==> src/rtl/rtc_bus_if.sv <==
// rtc_bus_if: multiplexed RTC parallel bus between the access sequencer
// (master) and the register responder (slave).
//   cs_n, rd_n, wr_n : active-low chip select / read / write strobes
//   a_d              : phase select, 0 = address phase, 1 = data phase
//   ad_in            : AD bus value driven by the initiator
//   ad_out, ad_oe    : read data and its drive enable (tristate built at top)
//   addr_q           : currently latched address (debug)
//   wr_pulse         : one-clock pulse when a register write commits
//   proto_err        : one-clock pulse on an illegal strobe combination
interface rtc_bus_if;
  logic       cs_n;
  logic       rd_n;
  logic       wr_n;
  logic       a_d;
  logic [7:0] ad_in;
  logic [7:0] ad_out;
  logic       ad_oe;
  logic [7:0] addr_q;
  logic       wr_pulse;
  logic       proto_err;

  modport master (
    output cs_n, rd_n, wr_n, a_d, ad_in,
    input  ad_out, ad_oe, addr_q, wr_pulse, proto_err
  );

  modport slave (
    input  cs_n, rd_n, wr_n, a_d, ad_in,
    output ad_out, ad_oe, addr_q, wr_pulse, proto_err
  );
endinterface

==> src/rtl/rtc_bus_responder.sv <==
// rtc_bus_responder: on-chip RTC stand-in answering the multiplexed RTC bus.
// Holds a 16-byte register file, decodes address/data phases and returns read
// data on a split AD bus.
// Ports:
//   clk   : system clock, rising edge
//   reset : synchronous active-low reset
//   bus   : rtc_bus_if.slave (strobes, AD bus, read data, debug/status pulses)
// Parameters:
//   TICK_DIV : clocks per emulated second (only used with RTC_TIME_EN), >= 2
//   NREGS    : number of registers, fixed at 16
// Build option:
//   RTC_TIME_EN : when defined, registers 0x00/0x01/0x02 become BCD
//                 seconds/minutes/hours advanced every TICK_DIV clocks.
module rtc_bus_responder #(
  parameter int TICK_DIV = 100_000_000,
  parameter int NREGS    = 16
) (
  input  logic     clk,
  input  logic     reset,
  rtc_bus_if.slave bus
);

  typedef enum logic [1:0] {IDLE, ADDR, WDATA, RDATA} state_t;

  state_t     state;
  logic       cs_q, rd_q, wr_q;
  logic       ill_q;
  logic [7:0] cap;
  logic [7:0] regs [NREGS];

  logic       wr_edge;
  logic       illegal;
  logic       in_range;
  logic [7:0] rd_val;

  if (TICK_DIV < 2) begin : g_bad_tick_div
    $error("rtc_bus_responder: TICK_DIV must be 2 or more");
  end

  // Write commits on the rising edge of wr_n while the chip was selected.
  assign wr_edge  = !wr_q && bus.wr_n && !cs_q;
  assign illegal  = !bus.cs_n && !bus.rd_n && !bus.wr_n;
  assign in_range = (bus.addr_q[7:4] == 4'h0);
  assign rd_val   = in_range ? regs[bus.addr_q[3:0]] : 8'h00;

`ifdef RTC_TIME_EN
  localparam int CNT_W = $clog2(TICK_DIV);

  logic [CNT_W-1:0] tick_cnt;
  logic             tick;
  logic             sec_wrap, min_wrap;
  logic [7:0]       sec_nx, min_nx, hr_nx;

  // Valid BCD digits carry 9 -> 0 into the tens digit; anything else
  // (including non-BCD values written by software) simply counts up by one.
  function automatic logic [7:0] bcd_inc(input logic [7:0] v, input logic [7:0] max);
    if (v == max)
      return 8'h00;
    else if (v[3:0] == 4'h9 && v[7:4] <= 4'h9)
      return {v[7:4] + 4'h1, 4'h0};
    else
      return v + 8'h01;
  endfunction

  assign tick     = (tick_cnt == CNT_W'(TICK_DIV - 1));
  assign sec_wrap = (regs[0] == 8'h59);
  assign min_wrap = (regs[1] == 8'h59);
  assign sec_nx   = bcd_inc(regs[0], 8'h59);
  assign min_nx   = bcd_inc(regs[1], 8'h59);
  assign hr_nx    = bcd_inc(regs[2], 8'h23);

  always_ff @(posedge clk) begin
    if (!reset)
      tick_cnt <= '0;
    else if (tick)
      tick_cnt <= '0;
    else
      tick_cnt <= tick_cnt + 1'b1;
  end
`endif

  always_ff @(posedge clk) begin
    if (!reset) begin
      state         <= IDLE;
      cs_q          <= 1'b1;
      rd_q          <= 1'b1;
      wr_q          <= 1'b1;
      ill_q         <= 1'b0;
      cap           <= 8'h00;
      bus.ad_out    <= 8'h00;
      bus.ad_oe     <= 1'b0;
      bus.addr_q    <= 8'h00;
      bus.wr_pulse  <= 1'b0;
      bus.proto_err <= 1'b0;
      for (int i = 0; i < NREGS; i++) regs[i] <= 8'h00;
    end else begin
      cs_q          <= bus.cs_n;
      rd_q          <= bus.rd_n;
      wr_q          <= bus.wr_n;
      ill_q         <= illegal;
      bus.wr_pulse  <= 1'b0;
      // Pulse once per illegal episode, even if the initiator holds it.
      bus.proto_err <= illegal && !ill_q;
      // Capture register tracks the last value seen while wr_n is low.
      if (!bus.cs_n && !bus.wr_n) cap <= bus.ad_in;

`ifdef RTC_TIME_EN
      // Timekeeping first; a bus write later in this block overrides the
      // same register, while the carry into higher registers still lands.
      if (tick) begin
        regs[0] <= sec_nx;
        if (sec_wrap) begin
          regs[1] <= min_nx;
          if (min_wrap) regs[2] <= hr_nx;
        end
      end
`endif

      if (illegal) begin
        state      <= IDLE;
        bus.ad_oe  <= 1'b0;
        bus.ad_out <= 8'h00;
      end else begin
        case (state)
          IDLE: begin
            bus.ad_oe  <= 1'b0;
            bus.ad_out <= 8'h00;
            // Phase is fixed here; later a_d changes are ignored.
            if (!bus.cs_n && !bus.wr_n) begin
              state <= bus.a_d ? WDATA : ADDR;
            end else if (!bus.cs_n && !bus.rd_n && bus.a_d) begin
              state      <= RDATA;
              bus.ad_oe  <= 1'b1;
              bus.ad_out <= rd_val;
            end
          end
          ADDR: begin
            if (wr_edge) begin
              bus.addr_q <= cap;
              state      <= IDLE;
            end else if (bus.cs_n) begin
              state <= IDLE;
            end
          end
          WDATA: begin
            if (wr_edge) begin
              if (in_range) regs[bus.addr_q[3:0]] <= cap;
              bus.wr_pulse <= 1'b1;
              state        <= IDLE;
            end else if (bus.cs_n) begin
              state <= IDLE;
            end
          end
          RDATA: begin
            if (bus.rd_n || bus.cs_n) begin
              state      <= IDLE;
              bus.ad_oe  <= 1'b0;
              bus.ad_out <= 8'h00;
            end else begin
              bus.ad_oe  <= 1'b1;
              bus.ad_out <= rd_val;
            end
          end
          default: state <= IDLE;
        endcase
      end
    end
  end

endmodule
==> src/flat_wrapper.sv <==
// flat-port wrapper written by rule: the top's interface ports become plain ports
module rtc_bus_responder_flat 
#(
  parameter int TICK_DIV = 100_000_000,
  parameter int NREGS    = 16
)
  (clk, reset, bus_cs_n, bus_rd_n, bus_wr_n, bus_a_d, bus_ad_in, bus_ad_out, bus_ad_oe, bus_addr_q, bus_wr_pulse, bus_proto_err);
  rtc_bus_if bus_i ();
  input  logic clk;
  input  logic reset;
  input wire logic [$bits(bus_i.cs_n)-1:0] bus_cs_n;
  input wire logic [$bits(bus_i.rd_n)-1:0] bus_rd_n;
  input wire logic [$bits(bus_i.wr_n)-1:0] bus_wr_n;
  input wire logic [$bits(bus_i.a_d)-1:0] bus_a_d;
  input wire logic [$bits(bus_i.ad_in)-1:0] bus_ad_in;
  output wire logic [$bits(bus_i.ad_out)-1:0] bus_ad_out;
  output wire logic [$bits(bus_i.ad_oe)-1:0] bus_ad_oe;
  output wire logic [$bits(bus_i.addr_q)-1:0] bus_addr_q;
  output wire logic [$bits(bus_i.wr_pulse)-1:0] bus_wr_pulse;
  output wire logic [$bits(bus_i.proto_err)-1:0] bus_proto_err;
  assign bus_i.cs_n = bus_cs_n;
  assign bus_i.rd_n = bus_rd_n;
  assign bus_i.wr_n = bus_wr_n;
  assign bus_i.a_d = bus_a_d;
  assign bus_i.ad_in = bus_ad_in;
  assign bus_ad_out = bus_i.ad_out;
  assign bus_ad_oe = bus_i.ad_oe;
  assign bus_addr_q = bus_i.addr_q;
  assign bus_wr_pulse = bus_i.wr_pulse;
  assign bus_proto_err = bus_i.proto_err;
  rtc_bus_responder #(.TICK_DIV(TICK_DIV), .NREGS(NREGS)) u_core (.clk(clk), .reset(reset), .bus(bus_i));
endmodule
==> config.mk <==
export PLATFORM = sky130hd
export DESIGN_NAME = rtc_bus_responder_flat
export DESIGN_NICKNAME = d
export VERILOG_FILES = /design/src/rtl/rtc_bus_if.sv /design/src/rtl/rtc_bus_responder.sv /design/src/flat_wrapper.sv
export SDC_FILE = /design/constraint.sdc
export NUM_CORES = 1
export LEC_CHECK = 0
export CAP_MARGIN = 0
export CORE_ASPECT_RATIO = 2
export CORE_MARGIN = 1.5
export CORE_UTILIZATION = 55
export CTS_CLUSTER_SIZE = 10
export DETAILED_ROUTE_END_ITERATION = 12
export DONT_BUFFER_PORTS = 1
export GPL_TIMING_DRIVEN = 0
export PLACE_DENSITY = 0.73
export SETUP_SLACK_MARGIN = 0.4
export SYNTH_ARGS = -nofsm -noshare
export SYNTH_HDL_FRONTEND = slang
export SYNTH_SLANG_ARGS = --single-unit
==> constraint.sdc <==
create_clock -name clk -period 2.5 [get_ports clk]
set_clock_uncertainty 0.1 [all_clocks]
set_input_delay 0.75 -clock clk [delete_from_list [all_inputs] [get_ports clk]]
set_output_delay 0.75 -clock clk [all_outputs]
set_load 0.02 [all_outputs]
# Yosys cells after proc, flatten, opt, wreduce, memory -nomap -nowiden
# Memories as Yosys holds them, arrays and structs flattened. A register that Yosys moved wholly into a read port is not among the register bits.
# Index checks and enable logic that the tools add are counted.
[classes] eq_ne=6 muxes=29 bitwise_logic=3 n_reduce_logical=23
[op_table] cell="2-to-1 mux 8 bit" count=5
[op_table] cell="one-hot mux 8 bit (2 select lines)" count=1
[op_table] cell="2-to-1 mux 1 bit" count=12
[op_table] cell="2-to-1 mux 2 bit" count=6
[op_table] cell="2-to-1 mux 4 bit" count=3
[op_table] cell="OR reduction 8 bit" count=1
[op_table] cell="logical AND 1 bit" count=7
[op_table] cell="logical NOT 1 bit" count=6
[op_table] cell="!= test 3 x 1 -> 1 bit (second input constant)" count=2
[op_table] cell="one-hot mux 2 bit (3 select lines)" count=1
[op_table] cell="AND reduction 3 bit" count=2
[op_table] cell="equality test 2 bit (second input constant)" count=2
[op_table] cell="logical NOT 4 bit" count=1
[op_table] cell="OR reduction 2 bit" count=2
[op_table] cell="inverter 1 bit" count=3
[op_table] cell="OR reduction 3 bit" count=1
[op_table] cell="equality test 2 x 1 -> 1 bit (second input constant)" count=1
[op_table] cell="logical NOT 2 bit" count=1
[op_table] cell="!= test 2 x 1 -> 1 bit (second input constant)" count=1
[op_table] cell="one-hot mux 1 bit (2 select lines)" count=1
[op_table] cell="nonzero test 2 bit" count=1
[op_table] cell="logical OR 1 bit" count=1
[word_totals] register_bits=32 ramBits=128 word_cells=72 mem_count=1
[mem_list] memory="u_core.regs" depth=16 width=8 read_ports=1 rd_clocked_by_memory_dff=1 wr=16 line_no="rtc_bus_responder.sv:29" rtl="logic [7:0] regs [NREGS];"

# Longest topological paths before layout
# Gate-level depths: netlist of the first run.
[depth] depth_word=10 ltp_mapped=7 mapped_depth_nobuf=6

# Least setup slack after synthesis of the first run
# No wires, ideal clock.
[synth_path] path_kind="in2reg" from="input bus_wr_n" to="memory u_core.regs[11][0], enable pin" setup_ns=0.334 t_arrival_ns=2.184 t_required_ns=2.066 setup_slack_ns=-0.119 cell_stages=6 n_path_buf=2 cell_sequence="buf_6 -> nor3b_4 -> nand4_4 -> buf_8 -> nor3_4 -> nand2b_1"
[synth_rtl] element="from (decl)" line_no="flat_wrapper.sv:13" rtl="input wire logic [$bits(bus_i.wr_n)-1:0] bus_wr_n;"
[synth_rtl] element="to (decl)" line_no="rtc_bus_responder.sv:29"

==> results of run 1 <==
-- flip-flops by register name, indices dropped and copies added, names as in the netlist, named ones only --
register              flops
u_core.cap                8
u_core.bus.addr_q         8
u_core.ill_q              1
u_core.bus.ad_oe          1
u_core.bus.proto_err      1
u_core.wr_q               1
u_core.cs_q               1
u_core.state              2
u_core.regs             128
u_core.bus.wr_pulse       1
u_core.bus.ad_out         8
-- layout by cell type, fill, tap and decap left out, types with 15 or more instances in the layout --
master,instances
nand2_1,39
and2_1,131
clkbuf_1,15
edfxtp_1,128
mux4_2,32
dfxtp_1,27
a21boi_0,16
buf_4,24
clkbuf_16,17
nand2b_4,16
-- power breakdown --
group,switching [mW],leakage (nW),internal [mW]
Clock,1.09,0.277,1.52
Combinational,0.217,1.32,0.166
Sequential,0.0567,1.61,3.02
-- area by class of cell --
class	count	area, µm²	share of cell area (%)
Sequential cell	164	4581	52.18
Multi-Input combinational cell	316	2937	33.45
Clock buffer	20	446.7	5.088
Timing Repair Buffer	29	274.0	3.121
Tap cell	155	193.9	2.209
Buffer	27	182.7	2.081
Clock inverter	12	145.1	1.653
Inverter	5	18.77	0.2138
-- synth_stat cells, types with 2 or more instances --
master    count
a21boi_0     16
a21oi_1       2
a32oi_1       8
and2_1      131
buf_1         5
buf_2         5
buf_6         3
clkbuf_1     13
dfxtp_1      36
edfxtp_1    128
ha_1          5
inv_1         5
mux2_2        8
mux2i_1      10
mux4_2       32
nand2_1      39
nand2b_1     24
nor2_1        2
nor3_4        9
nor4_4        6
o21ai_1       8
-- cell families (layout without fill, tap and decap cells) --
family / after synthesis / count (layout)
flops: 164 / 164
mux: 50 / 50
simple gates: 222 / 222
compound gates: 39 / 39
fa+ha+maj: 5 / 5
buf+inv: 32 / 93
-- how the worst min path moves through the flow --
stage / cells past startpoint / to
floorplan: 1 / u_core.bus.proto_err$_SDFF_PN0_
global placement: 1 / u_core.bus.proto_err$_SDFF_PN0_
detailed placement: 1 / u_core.bus.proto_err$_SDFF_PN0_
CTS: 1 / u_core.bus.proto_err$_SDFF_PN0_
global route: 1 / u_core.ill_q$_SDFF_PN0_
finish: 1 / u_core.ill_q$_SDFF_PN0_
-- timing repair --
item	4_1_cts	5_1_grt
gates cloned	1	0
buffers inserted	26	2
gates resized for setup	35	14
endpoints found under the setup margin	266	140
pin swaps	19	12
-- worst register-to-register path, stage by stage, from the launching register on --
cell      delay [ps]
dfxtp_4          380
nor4_4           370
nand4_4          140
buf_12           170
buf_12           140
nor4b_4          240
nand2b_4         260
-- per-stage QoR --
step	power [mW]	hold WS, ps
final	6.077	307.5
after global routing	6.239	286.6
after CTS	6.072	293.5
after detailed placement	3.450	306.8
after global placement	3.428	280.1
after floorplan	3.338	274.3
-- layer usage --
layer / share of wire (%) / up-vias
met4: 5.0 / 0
met2: 60 / 101
met1: 32 / 2148
met5: 0 / -
met3: 2.9 / 46
li1: - / 1978
==> flow_summary.yaml, run 1 <==
die:
  rows: 60
  initial_utilization_pct: 56.09
  design.core.area_mm2: 0.01336
  io_pins: 33
  fp.dieH_um: 168.1
  die-area_mm2: 0.01438
  chipWidth_um: 85.55
clocking:
  ctsHoldBuffers: 0
  worstSkewPairLatency_ps: 420
  path_clk_slew_ps: 60
  cts_buffer_depth: 2
  htreeDepth: 4
  clkSinkCount: 164
  cts_tree: "built"
  cts_root_buf: "clkbuf_16"
  cts_buffers: 17
global_routing:
  overflow: 0
  grt_pass1_vias: 4641
  use_met2_pct: 50.05
  met3_usage_pct: 5.000
  antenna_found_initial: 0
  grt_max_degree: 17
  use_met1_pct: 24.95
  track_usage_pct: 25.97
  grt_pass1_wl_um: 26720
  grt_most_used_layer: "met2"
synthesis:
  synth_xor_area_share_pct: 0
  syn_inst: 512
  ys_seq_area_share_pct: 60.90
  synth_top_area_cell: "edfxtp_1"
  synth_mux_area_share_pct: 12.15
  ys_warn_count: 0
  synth.ff_latch_count: 164
  synthSimpleGateAreaFrac_pct: 20.27
  synth-compound-area-share_pct: 3.706
  synth_edf_count: 128
  synthesis.area_mm2: 0.007495
  synthAdderAreaFrac_pct: 0.8347
  synth.avg_cell_area_um2: 14.64
  synth_top_family_by_area: "simple AND/OR/NAND/NOR gates"
  yosys.cell_types.count: 38
  async_flop_share_pct: 0
  ys.flop_type: "edfxtp_1"
  syn_nets: 531
  synth_top_area_share_pct: 51.29
  ys_top_cells_by_area: "edfxtp_1 51%, and2_1 11%, dfxtp_1 9.6%"
placed_design:
  dpl.hpwl_um: 12470
  placedCellCount: 667
  place.gp.congestion: 0.8738
  dpl-instance-area_mm2: 0.007775
  io_buffers: 0
  dp_slack_ps: -553.6
setup_path:
  r2r_start: "u_core.bus.addr_q[5]$_SDFFE_PN0P_"
  r2r_cells: 6
  max_stage_delay_ps: 380
  startpoint: "u_core.bus.addr_q[5]$_SDFFE_PN0P_"
  worstReg2RegEnd: "u_core.regs[0][7]$_SDFFCE_PN0P_"
  cp-end-kind: "flop"
  crit_top_cell: "buf_12"
  cp.required_ps: 2510
  path_cells: "nor4_4, nand4_4, buf_12, buf_12, nor4b_4, nand2b_4"
  worst_path_max_delay_cell: "dfxtp_4"
  critical-path-top-delay-family: "simple AND/OR/NAND/NOR gates"
  rrSetupSlack_ps: 400
  path_buf_inv: 2
  critPathKind: "reg -> reg"
  critPathCapture: "u_core.regs[0][7]$_SDFFCE_PN0P_"
  start_kind: "flop"
  path_max_fanout: 8
  cp_num_cells: 6
  crit_arrival_ps: 2110
timing:
  rsz0062_at_grt: "true"
  hold_viol_final: 0
  period_needed_ps: 2103
  max_clock_freq_mhz: 475.6
  worst_slew_pin_slew_ps: 1260
  finalCritPeriodShare_pct: 84.11
  fin_setup_tns_ps: 0
  setup_slack_ps: 397.2
  setup_viol: 0
  maxSlewViolCount: 0
  slew_headroom_pct: 15.97
finish:
  diodes: 0
  drive_above_1_share_pct: 28.62
  post-route-util_pct: 65.69
  final_nets: 579
  fillCellCount: 950
  stdcell_count: 728
  syn_to_final_growth_pct: 17.13
  final_area_mm2: 0.008778
power:
  p_per_area_mw_per_mm2: 692.3
  vdd_drop_max_uv: 507.7
  total_leakage_power_nw: 3.210
outcome:
  violations: "design-rule violations"
  status: "finished, violations left"
min_path:
  hold_start: "bus_rd_n"
  hp-class: "in -> reg"
drt:
  first_pass_iters: 9
  first_iter_violations: 291
  via_per_inst: 5.870
  vias: 4273
  postRouteAntennaNets: 0
  route.detailed.drc: 1
  routed_wirelength_um: 17060
  post_drt_wl_per_cell_um: 23.44
job:
  drv_cap: 0
Note: power is estimated with default switching activity, not from simulation.
==> inputs of run 2 (changes only) <==
--- a/config.mk
+++ b/config.mk
@@ -13,7 +13,7 @@
 export DETAILED_ROUTE_END_ITERATION = 12
 export DONT_BUFFER_PORTS = 1
 export GPL_TIMING_DRIVEN = 0
-export PLACE_DENSITY = 0.73
+export PLACE_DENSITY = 0.7
 export SETUP_SLACK_MARGIN = 0.4
 export SYNTH_ARGS = -nofsm -noshare
 export SYNTH_HDL_FRONTEND = slang
==> constraint.sdc (replaced) <==
create_clock -name clk -period 2 [get_ports clk]
set_clock_uncertainty 0.1 [all_clocks]
set_input_delay 0.6 -clock clk [delete_from_list [all_inputs] [get_ports clk]]
set_output_delay 0.6 -clock clk [all_outputs]
set_load 0.02 [all_outputs]
==> run 2 against run 1 <==
Against the previous run: wire length increased by 4.0%; first-iteration DRC count increased by 38%; fmax decreased by 1.3%; final cell count increased by 1.6%; non-clock buffer count increased by 12; the flow finishes with violations (design-rule violations, negative setup slack).
==> flow_summary.yaml, run 2 (synthesis results as in run 1) <==
clocking:
  clkSinkCount: 164
  cts_buffer_depth: 2
  worstSkewPairLatency_ps: 420
  cts_root_buf: "clkbuf_16"
  cts_tree: "built"
  ctsHoldBuffers: 0
  path_clk_slew_ps: 60
  cts_buffers: 17
  htreeDepth: 4
global_routing:
  antenna_found_initial: 0
  overflow: 0
  track_usage_pct: 26.29
  grt_pass1_wl_um: 26790
  grt_pass1_vias: 4633
  grt_max_degree: 17
placed_design:
  io_buffers: 0
  place.gp.congestion: 0.8118
  dpl.hpwl_um: 12330
  dpl-instance-area_mm2: 0.007799
timing:
  max_clock_freq_mhz: 469.3
  period_needed_ps: 2131
  hold_viol_final: 0
  maxSlewViolCount: 0
  setup_slack_ps: -130.9
  finalCritPeriodShare_pct: 106.5
  rsz0062_at_grt: "true"
  setup_viol: 131
  worst_slew_pin_slew_ps: 1247
  slew_headroom_pct: 16.90
  fin_setup_tns_ps: -9194
finish:
  final_nets: 591
  largest_reg_flops: 128
  diodes: 0
  drive_above_1_share_pct: 40.68
  post-route-util_pct: 68.53
  top_register: "u_core.regs"
  layout_commonest_cell: "edfxtp_1"
  final_area_mm2: 0.009158
  syn_to_final_growth_pct: 22.19
  layout_common_cells: "128 x edfxtp_1, 89 x and2_1, 42 x and2_4, 39 x nand2_1, 32 x mux4_2"
drt:
  via_per_inst: 5.814
  routed.top_layer: "met4"
  postRouteAntennaNets: 0
  routed_wirelength_um: 17750
  wl_met2_um: 10750
  first_pass_iters: 9
  vias: 4302
  met3_length_um: 560
  post_drt_wl_per_cell_um: 23.99
  wl_met1_um: 5681
  route.detailed.drc: 3
  first_iter_violations: 403
outcome:
  status: "finished, violations left"
  violations: "design-rule violations, negative setup slack"
setup_path:
  rrSetupSlack_ps: -130
  cp.required_ps: 2010
  cp-end-kind: "flop"
  critPathKind: "reg -> reg"
  r2r_start: "u_core.bus.addr_q[6]$_SDFFE_PN0P_"
  worstReg2RegEnd: "u_core.regs[4][7]$_SDFFCE_PN0P_"
  start_kind: "flop"
  path_max_fanout: 8
  crit_arrival_ps: 2140
  r2r_cells: 6
die:
  die-area_mm2: 0.01438
  io_pins: 33
  design.core.area_mm2: 0.01336
  rows: 60
  fp.dieH_um: 168.1
  initial_utilization_pct: 56.09
  chipWidth_um: 85.55
power:
  totalPowerFinal_mw: 7.759
  vdd_drop_max_uv: 747.2
  p_per_area_mw_per_mm2: 847.2
  total_leakage_power_nw: 3.415
min_path:
  hold_start: "bus_rd_n"
  hp-class: "in -> reg"
  min_path_cells: 1
  whs_endpoint: "u_core.ill_q$_SDFF_PN0_"
job:
  drv_cap: 0
## run 2: how the worst max path moves through the flow
stage / start / depth (start not counted) / to / slack (ps)
CTS: u_core.bus.addr_q[6]$_SDFFE_PN0P_ / 6 / u_core.regs[4][7]$_SDFFCE_PN0P_ / -130
detailed placement: bus_wr_n / 5 / u_core.regs[0][1]$_SDFFCE_PN0P_ / -880
global route: u_core.bus.addr_q[6]$_SDFFE_PN0P_ / 6 / u_core.regs[4][7]$_SDFFCE_PN0P_ / -240
global placement: bus_wr_n / 5 / u_core.regs[0][1]$_SDFFCE_PN0P_ / -790
floorplan: bus_wr_n / 6 / u_core.regs[4][0]$_SDFFCE_PN0P_ / -340
finish: u_core.bus.addr_q[6]$_SDFFE_PN0P_ / 6 / u_core.regs[4][7]$_SDFFCE_PN0P_ / -130
## run 2: worst max-delay path, stage by stage, from the launching register on
cell,delay (ps)
dfxtp_4,380
nor4_4,370
nand4_4,150
buf_12,180
buf_16,140
nor4_4,250
nand2b_4,260
## run 2: metrics by stage
| step | hold slack, ps | instances | setup slack, ps |
|---|---|---|---|
| floorplan | 274.3 | 512 | -336.1 |
| global route | 124.0 | 740 | -238.0 |
| global placement | 281.8 | 667 | -789.8 |
| detailed placement | 290.5 | 667 | -883.1 |
| CTS | 129.7 | 733 | -129.0 |
| finish | 143.6 | 740 | -130.9 |
## run 2: final cells by class
cell class / instances / area [µm²]
plain buffers: 27 / 222.7
clock buffers: 19 / 442.9
clock inverters: 13 / 171.4
fillers: 893 / 4205
inverters: 5 / 21.27
multi-input cells: 316 / 3078
flip-flops and latches: 164 / 4603
well taps: 155 / 193.9
repair buffers: 41 / 424.2
## run 2: power breakdown
part           internal (mW)  switching, mW
clock network           2.02           1.37
registers               3.78         0.0782
logic                  0.233          0.282
total                   6.03           1.73
## run 2: routing by layer
metal  track usage (%)  vias to the layer above
met3             4.902                       36
li1                  -                     1994
met2             51.08                      103
met4             12.34                        0
met5                 0                        -
met1             25.71                     2169
## run 2: what timing repair did
item	CTS	global route
endpoints found under the hold margin	0	0
cloned	3	0
setup buffers	31	7
gates resized for setup	72	56
endpoints found under the setup margin	279	269
pin swaps	28	10
